### src/rtl/led_pwm_ctrl_pkg.sv
// rtl/led_pwm_ctrl_pkg.sv - shared types and constants for the LED PWM peripheral
// Contents:
//   fade_state_t      fade engine states (ST_STEADY, ST_FADE)
//   CTRL_*            bit positions inside the control register
//   DEF_PORT_*        default KCPSM6 port addresses
`timescale 1ns/1ps
package led_pwm_ctrl_pkg;

   typedef enum logic {
      ST_STEADY = 1'b0,
      ST_FADE   = 1'b1
   } fade_state_t;

   localparam int CTRL_BLINK   = 0;
   localparam int CTRL_FADE    = 1;
   localparam int CTRL_RATE_LO = 2;
   localparam int CTRL_RATE_HI = 3;

   localparam logic [7:0] DEF_PORT_PATTERN = 8'h02;
   localparam logic [7:0] DEF_PORT_DUTY    = 8'h03;
   localparam logic [7:0] DEF_PORT_CTRL    = 8'h04;

endpackage

### src/rtl/led_pwm_gen.sv
// rtl/led_pwm_gen.sv - prescaled 8-bit PWM brightness generator
// Ports:
//   clk, rst_n   clock, asynchronous active-low reset
//   level[7:0]   brightness; 0 is always off, 8'hFF is always on
//   pwm_on       high while the free-running PWM counter is below level
`timescale 1ns/1ps
module led_pwm_gen #(
   parameter int PWM_PRESCALE = 4
) (
   input  logic       clk,
   input  logic       rst_n,
   input  logic [7:0] level,
   output logic       pwm_on
);

   localparam int PW = (PWM_PRESCALE > 1) ? $clog2(PWM_PRESCALE) : 1;

   logic [PW-1:0] pre_cnt;
   logic [7:0]    pwm_cnt;
   logic          pre_wrap;

   assign pre_wrap = (32'(pre_cnt) == 32'(PWM_PRESCALE - 1));

   always_ff @(posedge clk or negedge rst_n) begin
      if (!rst_n) begin
         pre_cnt <= '0;
         pwm_cnt <= '0;
      end else if (pre_wrap) begin
         pre_cnt <= '0;
         pwm_cnt <= pwm_cnt + 8'd1;
      end else begin
         pre_cnt <= pre_cnt + PW'(1);
      end
   end

   // 8'hFF is forced fully on; a plain compare would leave one dark step in 256
   always_comb begin
      pwm_on = 1'b0;
      if (level == 8'h00)
         pwm_on = 1'b0;
      else if (level == 8'hFF)
         pwm_on = 1'b1;
      else
         pwm_on = (pwm_cnt < level);
   end

endmodule

### src/rtl/led_pwm_ctrl.sv
// rtl/led_pwm_ctrl.sv - KCPSM6 output-port LED driver with PWM, blink and fade
// Ports:
//   clk, rst_n              clock, asynchronous active-low reset
//   port_id, out_port       processor port address and write data
//   write_strobe            OUTPUT strobe, full 8-bit address decode
//   k_write_strobe          OUTPUTK strobe, low-nibble address decode
//   read_strobe             unused, reads have no side effects
//   rd_data[7:0]            combinational readback, 0 when port unmatched
//   led[7:0]                registered LED drive
//   busy                    high while a fade is in progress
`timescale 1ns/1ps
module led_pwm_ctrl
   import led_pwm_ctrl_pkg::*;
#(
   parameter logic [7:0] PORT_PATTERN = DEF_PORT_PATTERN,
   parameter logic [7:0] PORT_DUTY    = DEF_PORT_DUTY,
   parameter logic [7:0] PORT_CTRL    = DEF_PORT_CTRL,
   parameter int         PWM_PRESCALE = 4,
   parameter int         BLINK_BASE   = 12500000,
   parameter int         FADE_DIV     = 50000
) (
   input  logic       clk,
   input  logic       rst_n,
   input  logic [7:0] port_id,
   input  logic [7:0] out_port,
   input  logic       write_strobe,
   input  logic       k_write_strobe,
   input  logic       read_strobe,
   output logic [7:0] rd_data,
   output logic [7:0] led,
   output logic       busy
);

   localparam int BW = $clog2(BLINK_BASE << 3);
   localparam int FW = (FADE_DIV > 1) ? $clog2(FADE_DIV) : 1;

   logic [7:0]    pattern;
   logic [7:0]    duty;
   logic [3:0]    ctrl;
   logic [7:0]    cur_level;
   fade_state_t   state;
   logic [FW-1:0] fade_cnt;
   logic [BW-1:0] blink_cnt;
   logic          blink_phase;
   logic          pwm_on;
   logic          gate_b;
   logic          k_only;
   logic          wr_pat, wr_duty, wr_ctrl;
   logic          fade_en;
   logic          fade_tick;
   logic [7:0]    target;
   logic [7:0]    step;
   logic [31:0]   blink_top;
   logic          unused_ok;

   assign unused_ok = read_strobe;

   // OUTPUT wins over OUTPUTK when both strobes fire together
   assign k_only  = k_write_strobe & ~write_strobe;
   assign wr_pat  = (write_strobe & (port_id == PORT_PATTERN)) |
                    (k_only & (port_id[3:0] == PORT_PATTERN[3:0]));
   assign wr_duty = (write_strobe & (port_id == PORT_DUTY)) |
                    (k_only & (port_id[3:0] == PORT_DUTY[3:0]));
   assign wr_ctrl = (write_strobe & (port_id == PORT_CTRL)) |
                    (k_only & (port_id[3:0] == PORT_CTRL[3:0]));

   always_ff @(posedge clk or negedge rst_n) begin
      if (!rst_n) begin
         pattern <= 8'h00;
         duty    <= 8'hFF;
         ctrl    <= 4'h0;
      end else begin
         if (wr_pat)  pattern <= out_port;
         if (wr_duty) duty    <= out_port;
         if (wr_ctrl) ctrl    <= out_port[3:0];
      end
   end

   always_comb begin
      rd_data = 8'h00;
      if (port_id == PORT_PATTERN)
         rd_data = pattern;
      else if (port_id == PORT_DUTY)
         rd_data = duty;
      else if (port_id == PORT_CTRL)
         rd_data = {4'b0000, ctrl};
   end

   // Blink: half-period doubles with each rate_sel step
   assign blink_top = (32'(BLINK_BASE) << ctrl[CTRL_RATE_HI:CTRL_RATE_LO]) - 32'd1;

   always_ff @(posedge clk or negedge rst_n) begin
      if (!rst_n) begin
         blink_cnt   <= '0;
         blink_phase <= 1'b1;
      end else if (wr_ctrl) begin
         blink_cnt   <= '0;
         blink_phase <= 1'b1;
      end else if (32'(blink_cnt) == blink_top) begin
         blink_cnt   <= '0;
         blink_phase <= ~blink_phase;
      end else begin
         blink_cnt   <= blink_cnt + BW'(1);
      end
   end

   assign gate_b = ctrl[CTRL_BLINK] ? blink_phase : 1'b1;

   // Fade engine: target follows a duty write in the same cycle so a
   // retarget mid-fade steps toward the new value without restarting
   assign fade_en   = ctrl[CTRL_FADE];
   assign target    = wr_duty ? out_port : duty;
   assign fade_tick = (32'(fade_cnt) == 32'(FADE_DIV - 1));
   assign step      = (cur_level < target) ? cur_level + 8'd1 : cur_level - 8'd1;

   always_ff @(posedge clk or negedge rst_n) begin
      if (!rst_n) begin
         state     <= ST_STEADY;
         cur_level <= 8'hFF;
         fade_cnt  <= '0;
         busy      <= 1'b0;
      end else if (wr_duty && !fade_en) begin
         cur_level <= out_port;
         state     <= ST_STEADY;
         busy      <= 1'b0;
      end else if (state == ST_STEADY) begin
         if (wr_duty && (out_port != cur_level)) begin
            state    <= ST_FADE;
            busy     <= 1'b1;
            fade_cnt <= '0;
         end
      end else begin
         if (!fade_en) begin
            cur_level <= duty;
            state     <= ST_STEADY;
            busy      <= 1'b0;
         end else if (target == cur_level) begin
            state <= ST_STEADY;
            busy  <= 1'b0;
         end else if (fade_tick) begin
            fade_cnt  <= '0;
            cur_level <= step;
            if (step == target) begin
               state <= ST_STEADY;
               busy  <= 1'b0;
            end
         end else begin
            fade_cnt <= fade_cnt + FW'(1);
         end
      end
   end

   led_pwm_gen #(
      .PWM_PRESCALE (PWM_PRESCALE)
   ) u_pwm (
      .clk    (clk),
      .rst_n  (rst_n),
      .level  (cur_level),
      .pwm_on (pwm_on)
   );

   always_ff @(posedge clk or negedge rst_n) begin
      if (!rst_n)
         led <= 8'h00;
      else
         led <= pattern & {8{pwm_on & gate_b}};
   end

endmodule

### config.mk
export PLATFORM = sky130hd
export DESIGN_NAME = led_pwm_ctrl
export DESIGN_NICKNAME = d
export VERILOG_FILES = /design/src/rtl/led_pwm_ctrl_pkg.sv /design/src/rtl/led_pwm_gen.sv /design/src/rtl/led_pwm_ctrl.sv
export SDC_FILE = /design/constraint.sdc
export NUM_CORES = 1
export LEC_CHECK = 0
export BUFFER_PORTS_ARGS = -buffer_cell sky130_fd_sc_hd__buf_4
export CAP_MARGIN = 20
export CORE_ASPECT_RATIO = 1.25
export CORE_UTILIZATION = 54
export DETAILED_ROUTE_END_ITERATION = 10
export GPL_ROUTABILITY_DRIVEN = 0
export PLACE_DENSITY = 0.77
export SLEW_MARGIN = 20
export SYNTH_ARGS = -nofsm -noshare
export SYNTH_HDL_FRONTEND = slang
export SYNTH_SLANG_ARGS = --single-unit
export TNS_END_PERCENT = 30
### constraint.sdc
create_clock -name clk -period 5.5 [get_ports clk]
set_clock_uncertainty 0.2 [all_clocks]
set_input_delay 0.275 -clock clk [delete_from_list [all_inputs] [get_ports clk]]
set_output_delay 0.275 -clock clk [all_outputs]
set_load 0.01 [all_outputs]
==> metrics.cfg <==
[synth]
synth_cell_types = 71
synth_fp_nets = 630
netlist_area_mm2 = 0.00558
synth_warnings = 0
ys_ff_latch = 92
synth-edff-count = 0
syn_avg_cell_area_um2 = 9.55
yosysSeqAreaShare_pct = 41.7
synth_cells = 584
ys_async_sr_fraction_pct = 100
ys.flop_type = dfrtp_1

[pwr]
peakVddDrop_mv = 0.232
leakage_nw = 2.81
power.density_mw_per_mm2 = 473

[global_route]
overflow = 0
track_usage_pct = 25.5
grt_max_degree = 53
antenna_found_initial = 0
grt_pass1_wl_um = 21600
grt_pass1_vias = 4528

[timing]
final_hold_viol_count = 0
max_freq_mhz = 200
worst_pin_slew_ps = 1070
rsz0062_at_grt = no
setup_tns_ps = 0
post-route-min-period_ps = 5000
maxSlewViolCount = 0
slew_headroom_pct = 28.3
fin_crit_sh_pct = 91.0
setup_viol = 0

[detailed_routing]
ant_nets = 0
via_count = 4626
drt_pass1_iterations = 4
drt_first_iter_violations = 288
wirelength_um = 13000
drc = 0
vias_per_cell = 6.05
avgRoutedWirePerCell_um = 17.0

[clocking]
cts_max_path_buffers = 2
cts_root_buf = clkbuf_16
cts.sinks = 92
cts.repair.resized = 0
clock_latency_ps = 360
h-tree-depth = 3
clk_pin_slew_ps = 60
numCtsBuffers = 9
cts_tree = done

[die]
initial_utilization_pct = 55.5
dieHeight_um = 116
io_pins = 38
coreArea_mm2 = 0.0101
die_area_mm2 = 0.0107
rows = 41
die_x_um = 92.9

[cells_and_area]
drive_gt1_share_pct = 17.0
final_nets = 677
utilization_pct = 63.8
synthToLayoutAreaGrowth_pct = 15.0
diodes = 0

[setup_path]
crit_family = simple AND/OR/NAND/NOR gates
worst-setup-path-type = input pin to flip-flop
worstPathRequired_ps = 5510
crit_path_start_kind = input pin
arrival_ps = 5020
worst-path-buf-inv = 3
path_max_fanout = 6
critPathMaxStageDelay_ps = 420
crit_slowest_cell = or4_1
endpoint_kind = flip-flop
crit_chain = buf_4 > nor4_1 > a21boi_1 > nor2_2 > buf_4 > mux2i_1 > ha_1 > and4_1 > a221oi_1 > o31ai_1 > a211oi_2 > inv_1 > ha_1 > nor2b_1 > o31a_1 > or4_1 > nand3_1 > xnor2_1 > nor3_1 > o2111a_1 > a31oi_1

[place]
io_buffers = 36
hpwl_um = 9310

[run]
max-cap-violations = 0

[status]
status = finished clean

[worst_hold_path]
hold_class = input pin to flip-flop

## sequential cells by signal (all words and copies together), names as in the netlist, 2 cells and up
name,count
fade_cnt,16
pattern,8
ctrl,4
blink_cnt,27
duty,8
led,8
cur_level,8
u_pwm.pre_cnt,2
u_pwm.pwm_cnt,8
## layout by cell type (no fill, tap or decap), drive strengths merged, types with 15 or more instances in the layout
cell	netlist	layout
a21oi	21	21
buf	6	47
dfrtp	75	75
dfstp	17	17
ha	24	24
inv	35	35
mux2	15	15
nand2	40	40
nand3	21	21
nor2	76	76
nor4	15	15
o21ai	18	18
xnor2	42	42
xor2	21	21
## path summary, 6_finish.rpt
| path | slack [ps] | from | end | cells after the start |
|---|---|---|---|---|
| worst max-delay path | 500 | port_id[5] | busy | 21 |
| worst max register to register | 1000 | duty[5] | busy | 17 |
| worst min-delay path | 20 | out_port[3] | pattern[3] | 2 |
| worst min register to register | 220 | u_pwm.pre_cnt[0] | u_pwm.pre_cnt[0] | 1 |
| max in group asynchronous | 3800 | rst_n | u_pwm.pwm_cnt[3] | 3 |
| min in group asynchronous | 230 | rst_n | blink_cnt[19] | 2 |
## kinds of logic after synthesis
kind of cell,count (synthesis),share of synthesized area [%]
xor gates and xnor gates,63,10.0
DFF,92,41.7
buffers and inverters,51,3.77
adders and majority gates,25,5.75
AOI/OAI and AO/OA,106,14.0
muxes,22,4.29
and+or+nand+nor,225,20.4
## routing by layer
layer	global-route usage [%]	vias to the layer above	part of all wire [%]
met4	11.0	0	2.6
met2	42.7	129	51
met1	32.2	2286	43
met3	4.92	34	4.1
met5	0	-	0
li1	-	2177	-
## cell type report
| type | instances | area (µm²) |
|---|---|---|
| clock buffers | 13 | 270 |
| clock inverters | 3 | 67.6 |
| fillers | 810 | 3640 |
| inverters | 35 | 131 |
| multi-input cells | 441 | 3050 |
| flip-flops and latches | 92 | 2320 |
| well taps | 129 | 161 |
| repair buffers | 52 | 403 |
## what timing repair did
item	CTS	global route
hold buffers	5	0
endpoints found under the hold margin	42	0
buffers inserted	0	0
endpoints found under the setup margin	0	0
## metrics by stage
stage / worst slack (ps) / power (mW) / hold slack [ps] / instance area [µm²] / std cells
2_1_floorplan: 308 / 1.97 / -221 / 5580 / 584
3_3_place_gp: 378 / 2.25 / 78.6 / 6010 / 744
3_5_place_dp: 198 / 2.31 / 92.0 / 6010 / 744
4_1_cts: 542 / 3.03 / 9.94 / 6400 / 765
5_1_grt: 140 / 3.24 / 11.6 / 6410 / 765
6_report: 496 / 3.03 / 15.7 / 6410 / 765
## power by group
part           switching [mW]  leakage, nW  internal, mW
Clock                   0.267        0.162         0.436
Sequential              0.180         1.15         0.834
Combinational           0.707         1.49         0.607
Total                    1.15         2.81          1.88
## synth_stat cells, drive strengths merged (10+ instances only)
cell | count | area share (%)
and3 | 11 | 1.2
nor3 | 14 | 1.3
o21ai | 18 | 1.8
nor4 | 15 | 1.8
a21boi | 11 | 1.5
a21oi | 21 | 1.9
xor2 | 21 | 3.3
clkbuf | 10 | 0.67
dfrtp | 75 | 34
nor2 | 76 | 5.2
dfstp | 17 | 8.0
xnor2 | 42 | 6.7
nand3 | 21 | 1.9
nand2 | 40 | 2.7
nand4 | 14 | 1.6
ha | 24 | 5.4
mux2 | 15 | 3.0
inv | 35 | 2.4
(Power assumes the default switching activity.)
